**config.mk**
```make
export PLATFORM = sky130hd
export DESIGN_NAME = uart_tx_arbiter
export DESIGN_NICKNAME = d
export VERILOG_FILES = /design/src/rtl/uart_tx_arbiter.sv
export SDC_FILE = /design/constraint.sdc
export NUM_CORES = 1
export LEC_CHECK = 0
export CORE_MARGIN = 2
export CORE_UTILIZATION = 44
export DETAILED_ROUTE_END_ITERATION = 8
export GPL_TIMING_DRIVEN = 0
export PLACE_DENSITY = 0.81
export SLEW_MARGIN = 25
export SYNTH_ARGS = -nofsm -noshare
export SYNTH_HDL_FRONTEND = slang
export SYNTH_SLANG_ARGS = --single-unit
```
**constraint.sdc**
```tcl
create_clock -name clk -period 2.05 [get_ports clk]
set_clock_uncertainty 0.05 [all_clocks]
set_input_delay 0.3075 -clock clk [delete_from_list [all_inputs] [get_ports clk]]
set_output_delay 0.3075 -clock clk [all_outputs]
set_load 0.005 [all_outputs]
```
**src/rtl/uart_tx_arbiter.sv**
```systemverilog
// rtl/uart_tx_arbiter.sv - round-robin arbiter sharing the uartController write port
module uart_tx_arbiter #(
    parameter int N_REQ       = 4,
    parameter int ACK_TIMEOUT = 16
) (
    input  logic               clk,
    input  logic               rst,
    input  logic [N_REQ-1:0]   req,
    input  logic [8*N_REQ-1:0] data,
    output logic [N_REQ-1:0]   grant,
    input  logic               tx_busy,
    output logic               e_write,
    output logic [31:0]        w_data,
    output logic               arb_busy,
    output logic               err,
    output logic [15:0]        sent_cnt
);
    localparam int IW = (N_REQ > 1) ? $clog2(N_REQ) : 1;
    localparam int TW = $clog2(ACK_TIMEOUT + 1);

    typedef enum logic [1:0] {IDLE, ISSUE, WAIT_ACK, WAIT_DONE} state_t;

    state_t          state;
    logic [IW-1:0]   ptr;
    logic [IW-1:0]   sel_idx;
    logic [TW-1:0]   tmr;

    logic            win_found;
    logic [IW-1:0]   win_idx;
    logic [IW-1:0]   cand;
    logic [7:0]      win_byte;

    // Walk offsets from farthest to nearest so the nearest asserted request after ptr wins.
    always_comb begin
        win_found = 1'b0;
        win_idx   = '0;
        cand      = '0;
        for (int off = N_REQ; off >= 1; off--) begin
            cand = IW'((int'(ptr) + off) % N_REQ);
            if (req[cand]) begin
                win_found = 1'b1;
                win_idx   = cand;
            end
        end
        win_byte = data[8*win_idx +: 8];
    end

    always_ff @(posedge clk) begin
        if (rst) begin
            state    <= IDLE;
            ptr      <= IW'(N_REQ - 1);
            sel_idx  <= '0;
            tmr      <= '0;
            grant    <= '0;
            e_write  <= 1'b0;
            w_data   <= '0;
            arb_busy <= 1'b0;
            err      <= 1'b0;
            sent_cnt <= '0;
        end else begin
            case (state)
                IDLE: begin
                    if (!tx_busy && win_found) begin
                        sel_idx  <= win_idx;
                        w_data   <= {24'b0, win_byte};
                        e_write  <= 1'b1;
                        grant    <= N_REQ'(1) << win_idx;
                        arb_busy <= 1'b1;
                        state    <= ISSUE;
                    end
                end
                ISSUE: begin
                    e_write <= 1'b0;
                    grant   <= '0;
                    ptr     <= sel_idx;
                    tmr     <= TW'(ACK_TIMEOUT - 1);
                    state   <= WAIT_ACK;
                end
                WAIT_ACK: begin
                    if (tx_busy) begin
                        state <= WAIT_DONE;
                    end else if (tmr == '0) begin
                        err      <= 1'b1;
                        arb_busy <= 1'b0;
                        state    <= IDLE;
                    end else begin
                        tmr <= tmr - TW'(1);
                    end
                end
                WAIT_DONE: begin
                    // Unbounded on purpose: slow baud rates can keep the shifter busy for a long time.
                    if (!tx_busy) begin
                        sent_cnt <= sent_cnt + 16'd1;
                        arb_busy <= 1'b0;
                        state    <= IDLE;
                    end
                end
                default: state <= IDLE;
            endcase
        end
    end
endmodule

```
After elaboration in Yosys (flattened, before gate mapping)
Cells that the tools add are included.

operators by class
  bitwise operators = 1
  $add $sub $neg = 6
  $lt $le $gt $ge = 4
  mux-type cells = 32
  reductions and logical operators = 14
  eq/ne operators = 9
  shifts and indexed selects = 2

operators with widths
  operator                                                    number
  variable part select 32 x 6 -> 8 bit                        1
  adder 16 x 1 -> 16 bit, second input constant               1
  two-way mux 2 bit                                           8
  less-than comparator 2 x 3 -> 1 bit, second input constant  4
  two-way mux 1 bit                                           12
  two-way mux 5 bit                                           2
  != test 2 bit, second input constant                        5
  case mux 5 bit (2 select lines)                             1
  AND reduction 3 bit                                         3
  binary-select mux 1 bit (select 2 bit)                      4
  case mux 2 bit (4 select lines)                             1
  case mux 4 bit (2 select lines)                             1
  AND reduction 2 bit                                         3
  logical NOT 5 bit                                           1
  AND reduction 5 bit                                         1
  subtractor 5 x 1 -> 5 bit, second input constant            1
  adder 2 x 1 -> 2 bit, second input constant                 2
  adder 2 bit, second input constant                          2
  equality test 2 bit, second input constant                  2
  two-way mux 4 bit                                           1
  nonzero test 2 bit                                          2
  << shifter 1 x 2 -> 4 bit, first input constant             1
  != test 3 bit, second input constant                        1
  case mux 1 bit (3 select lines)                             1
  7 further kinds                                             7

storage, ports and cells
  output and inout port bits = 55
  logic and storage cells = 78
  bits in registers = 42

Longest topological paths before layout
  word-level depth = 10
  mapped depth = 8

Least setup slack after synthesis
Ideal clock, no wire load.

  path kind = register to register
  from = register tmr[0]
  to = register tmr[2]
  required time = 1.868 ns
  setup time = 0.132 ns
  arrival time = 1.494 ns
  setup slack = 0.373 ns
  stages on the path, launching flop included = 9
  clock period less this slack = 1.677 ns
  cell sequence = dfxtp_1 -> inv_1 -> ha_1 -> nor4b_1 -> and3b_1 -> clkbuf_1 -> nand2_1 -> xor2_1 -> a21oi_1

between the ends
  longest elaborated chain between the ends = 4

RTL lines
  what                             RTL line  RTL
  start: declaration               26        logic [TW-1:0] tmr;
  start signal: assignment         76        tmr <= TW'(ACK_TIMEOUT - 1);
  start signal: assignment         87        tmr <= tmr - TW'(1);
  subtractor 5 x 1 -> 5 bit        87
  two-way mux 5 bit                82        end else if (tmr == '0) begin
  two-way mux 5 bit                80        if (tx_busy) begin
  case mux 5 bit (2 select lines)  61        case (state)

Several ways; a longest one is shown, not always the timed one. The select of a mux whose other input is x is not followed.
A chain may end at the register's enable or synchronous reset.

Final worst setup path
  from = input req[2]
  to = register w_data[2]

between the ends
  longest elaborated chain between the ends = 8

RTL lines
  what                                                                                          RTL line  RTL
  start: declaration                                                                            8         input logic [N_REQ-1:0] req,
  parallel branches: the longest is 8 deep, another holds variable part select 32 x 6 -> 8 bit  -
  end signal: assignment                                                                        65        w_data <= {24'b0, win_byte};
  end: declaration                                                                              13        output logic [31:0] w_data,

Several ways; the timed one is not identified. The select of a mux whose other input is x is not followed.

==> results.sh <==
export IMPL_final_nets=403
export IMPL_min_delay_path_depth=2
export IMPL_cts_hold_buf=0
export IMPL_firstDrtPassIters=4
export IMPL_reg2reg_slack_ps=270
export IMPL_place_gp_congestion=0.7948
export IMPL_hp_class="flip-flop to flip-flop"
export IMPL_cts_tree="yes"
export IMPL_grt_pass1_wl_microns=9584
export IMPL_peakVddDrop_mv=0.3171
export IMPL_crit_arrival_ps=2070
export IMPL_whs_endpoint="e_write"
export IMPL_grt_max_degree=14
export IMPL_mostFrequentLayoutCell="clkdlybuf4s50_1"
export IMPL_slew_headroom_pct=64.04
export IMPL_antenna_found_initial=0
export IMPL_drive_gt1_share_pct=18.46
export IMPL_syn_area_sq_um=2382
export IMPL_fin_crit_ps=1946
export IMPL_synth_seq_area_share_pct=35.29
export IMPL_syn_inst=262
export IMPL_drt_met1_wl_microns=2634
export IMPL_r2r_cells=8
export IMPL_grt_usage_pct=19.51
export IMPL_min_delay_start="e_write"
export IMPL_rows=26
export IMPL_die_w_microns=77.58
export IMPL_cap_violations=0
export IMPL_synth_avg_cell_area_sq_um=9.093
export IMPL_cp_start_kind="input pin"
export IMPL_status="finished, final reports clean"
export IMPL_place_area_sq_um=3247
export IMPL_overflow=0
export IMPL_slew_viol_final=0
export IMPL_power_leakage_nw=1.388
export IMPL_dr_wl_met3_microns=440
export IMPL_initial_core_util_pct=46.06
export IMPL_clkSinkCount=42
export IMPL_ys_ff_latch=42
export IMPL_htree_levels=2
export IMPL_die_y_microns=77.58
export IMPL_routed_via_count=2114
export IMPL_required_ps=2170
export IMPL_tightestPinTransition_ps=539.4
export IMPL_path_class="input pin to flip-flop"
export IMPL_antenna_cells=0
export IMPL_io_buffers=69
export IMPL_dieArea_sq_um=6019
export IMPL_finalHoldViolCount=0
export IMPL_async_reset_ff_share_pct=0
export IMPL_fmaxAchievable_ghz=0.5138
export IMPL_ys_flop_type="dfxtp_1"
export IMPL_finalCritPeriodShare_pct=94.94
export IMPL_vias_per_cell=4.882
export IMPL_r2r_end="tmr[2]"
export IMPL_clk_insertion_delay_late_ps=290
export IMPL_setup_violations=0
export IMPL_grt_setup_unrepaired="false"
export IMPL_dp_hpwl_microns=4218
export IMPL_grt_pass1_vias=2082
export IMPL_syn2layout_area_growth_pct=42.12
export IMPL_cts_root_buffer="clkbuf_8"
export IMPL_fin_area_sq_um=3386
export IMPL_reg2reg_from="tmr[0]"
export IMPL_ant_nets=0
export IMPL_fillers=432
export IMPL_clockBufferDepth=2
export IMPL_route_met2_wl_microns=2654
export IMPL_ios=94
export IMPL_cp_end_kind="flip-flop"
export IMPL_wire_per_inst_microns=13.31
export IMPL_highest_layer="met4"
export IMPL_drtIter0Drc=76
export IMPL_clkTransAtPathRegs_ps=80
export IMPL_core_area_sq_um=5172
export IMPL_p_per_area_nw_per_um2=614.5
export IMPL_wirelength_microns=5762
export IMPL_layout_common_cells="67 x clkdlybuf4s50_1, 42 x dfxtp_1, 28 x buf_4"
export IMPL_drc=0
export IMPL_holdWs_ps=423.1
export IMPL_cts_made_buffers=5
export IMPL_critPathMaxFanout=10
export IMPL_yosysWarnings=0
export IMPL_synth_cell_type_count=47
export IMPL_synth_edf_count=0
==> worst max-delay path: stages <==
cell	delay, ps
clkdlybuf4s50_1	470
nand2b_1	170
a21o_1	190
buf_6	140
and3_4	180
buf_12	140
buf_12	150
a211oi_2	250
a211oi_2	70
==> cell families after synthesis <==
| kind of cell | count (synthesis) | synth area share (%) |
|---|---|---|
| simple gates | 85 | 19.96 |
| buf+inv | 50 | 13.87 |
| compound gates | 58 | 20.38 |
| xor+xnor | 15 | 5.515 |
| mux | 9 | 3.782 |
| fa+ha+maj | 2 | 1.050 |
| flops | 42 | 35.29 |
| other cells | 1 | 0.1574 |
==> flip-flops by register name, summed over array words and instances (netlist names) <==
signal	cells
arb_busy	1
e_write	1
err	1
grant	4
ptr	2
sel_idx	2
sent_cnt	16
state	2
tmr	5
w_data	8
==> repair_timing <==
item | 4_1_cts | 5_1_grt
setup endpoints to repair | 0 | 10
resized for setup | 0 | 7
hold endpoints to repair | 0 | 0
setup buffers | 0 | 1
==> per-stage QoR <==
stage               worst slack [ps]  std cells  utilization, %  TNS, ps  total power [W]
floorplan                      373.4        285               -        0         0.001240
global placement              -178.8        424           62.77    -1932         0.001431
detailed placement            -240.1        424           62.77    -2736         0.001444
CTS                            61.97        432           64.90        0         0.002091
global route                   25.94        433           65.46        0         0.002181
finish                         103.8        433           65.46        0         0.002081
==> cell type report <==
cell class | count | area, sq um | share of cell area, %
flip-flops and latches | 42 | 840.8 | 24.83
clock inverters | 2 | 37.54 | 1.109
clock buffers | 6 | 72.57 | 2.143
inverters | 12 | 45.04 | 1.330
plain buffers | 38 | 286.5 | 8.463
well taps | 70 | 87.58 | 2.587
multi-input cells | 193 | 1313 | 38.77
repair buffers | 70 | 703.2 | 20.77
==> synthesized netlist by cell type (2+ instances only) <==
library cell	instances	share of area (%)
dfxtp_1	42	35
buf_4	27	8.5
nor2_1	24	3.8
nand2_1	16	2.5
a211oi_2	15	7.9
inv_1	12	1.9
o21bai_1	10	3.2
a21oi_1	9	1.9
a31oi_1	9	2.4
mux2i_1	9	3.8
nor3_1	9	1.9
xnor2_1	8	2.9
clkbuf_1	7	1.1
nand3_1	7	1.5
xor2_1	7	2.6
a211oi_1	4	1.3
and3b_1	3	1.1
nand2b_1	3	0.79
nand4_1	3	0.79
o21ai_0	3	0.63
a32oi_1	2	0.74
buf_12	2	1.7
ha_1	2	1.1
nand3b_1	2	0.63
nor2b_1	2	0.53
nor4_1	2	0.53
o21a_1	2	0.63
or3_1	2	0.53
==> layer usage <==
layer / global-route usage (%) / vias to the layer above
met5: 0 / -
met2: 33.10 / 84
met3: 6.279 / 4
met1: 23.91 / 958
met4: 4.643 / 0
li1: - / 1068
==> how the worst max path moves through the flow <==
stage                       from         to  slack (ps)  cells after the start
after floorplan           tmr[0]     tmr[2]         370                      8
after global placement    req[3]  w_data[0]        -180                      8
after detailed placement  req[3]  w_data[2]        -240                      8
after CTS                 req[3]  w_data[2]          60                      8
after global routing      req[2]  w_data[2]          30                      9
final                     req[2]  w_data[2]         100                      9
==> power by group <==
group	internal, W	total, W	switching, W
combinational	0.000291	0.000529	0.000238
clock	0.000363	0.000647	0.000283
sequential	0.000868	0.000905	0.0000371
total	0.00152	0.00208	0.000558
Note: power is estimated with default switching activity, not from simulation.
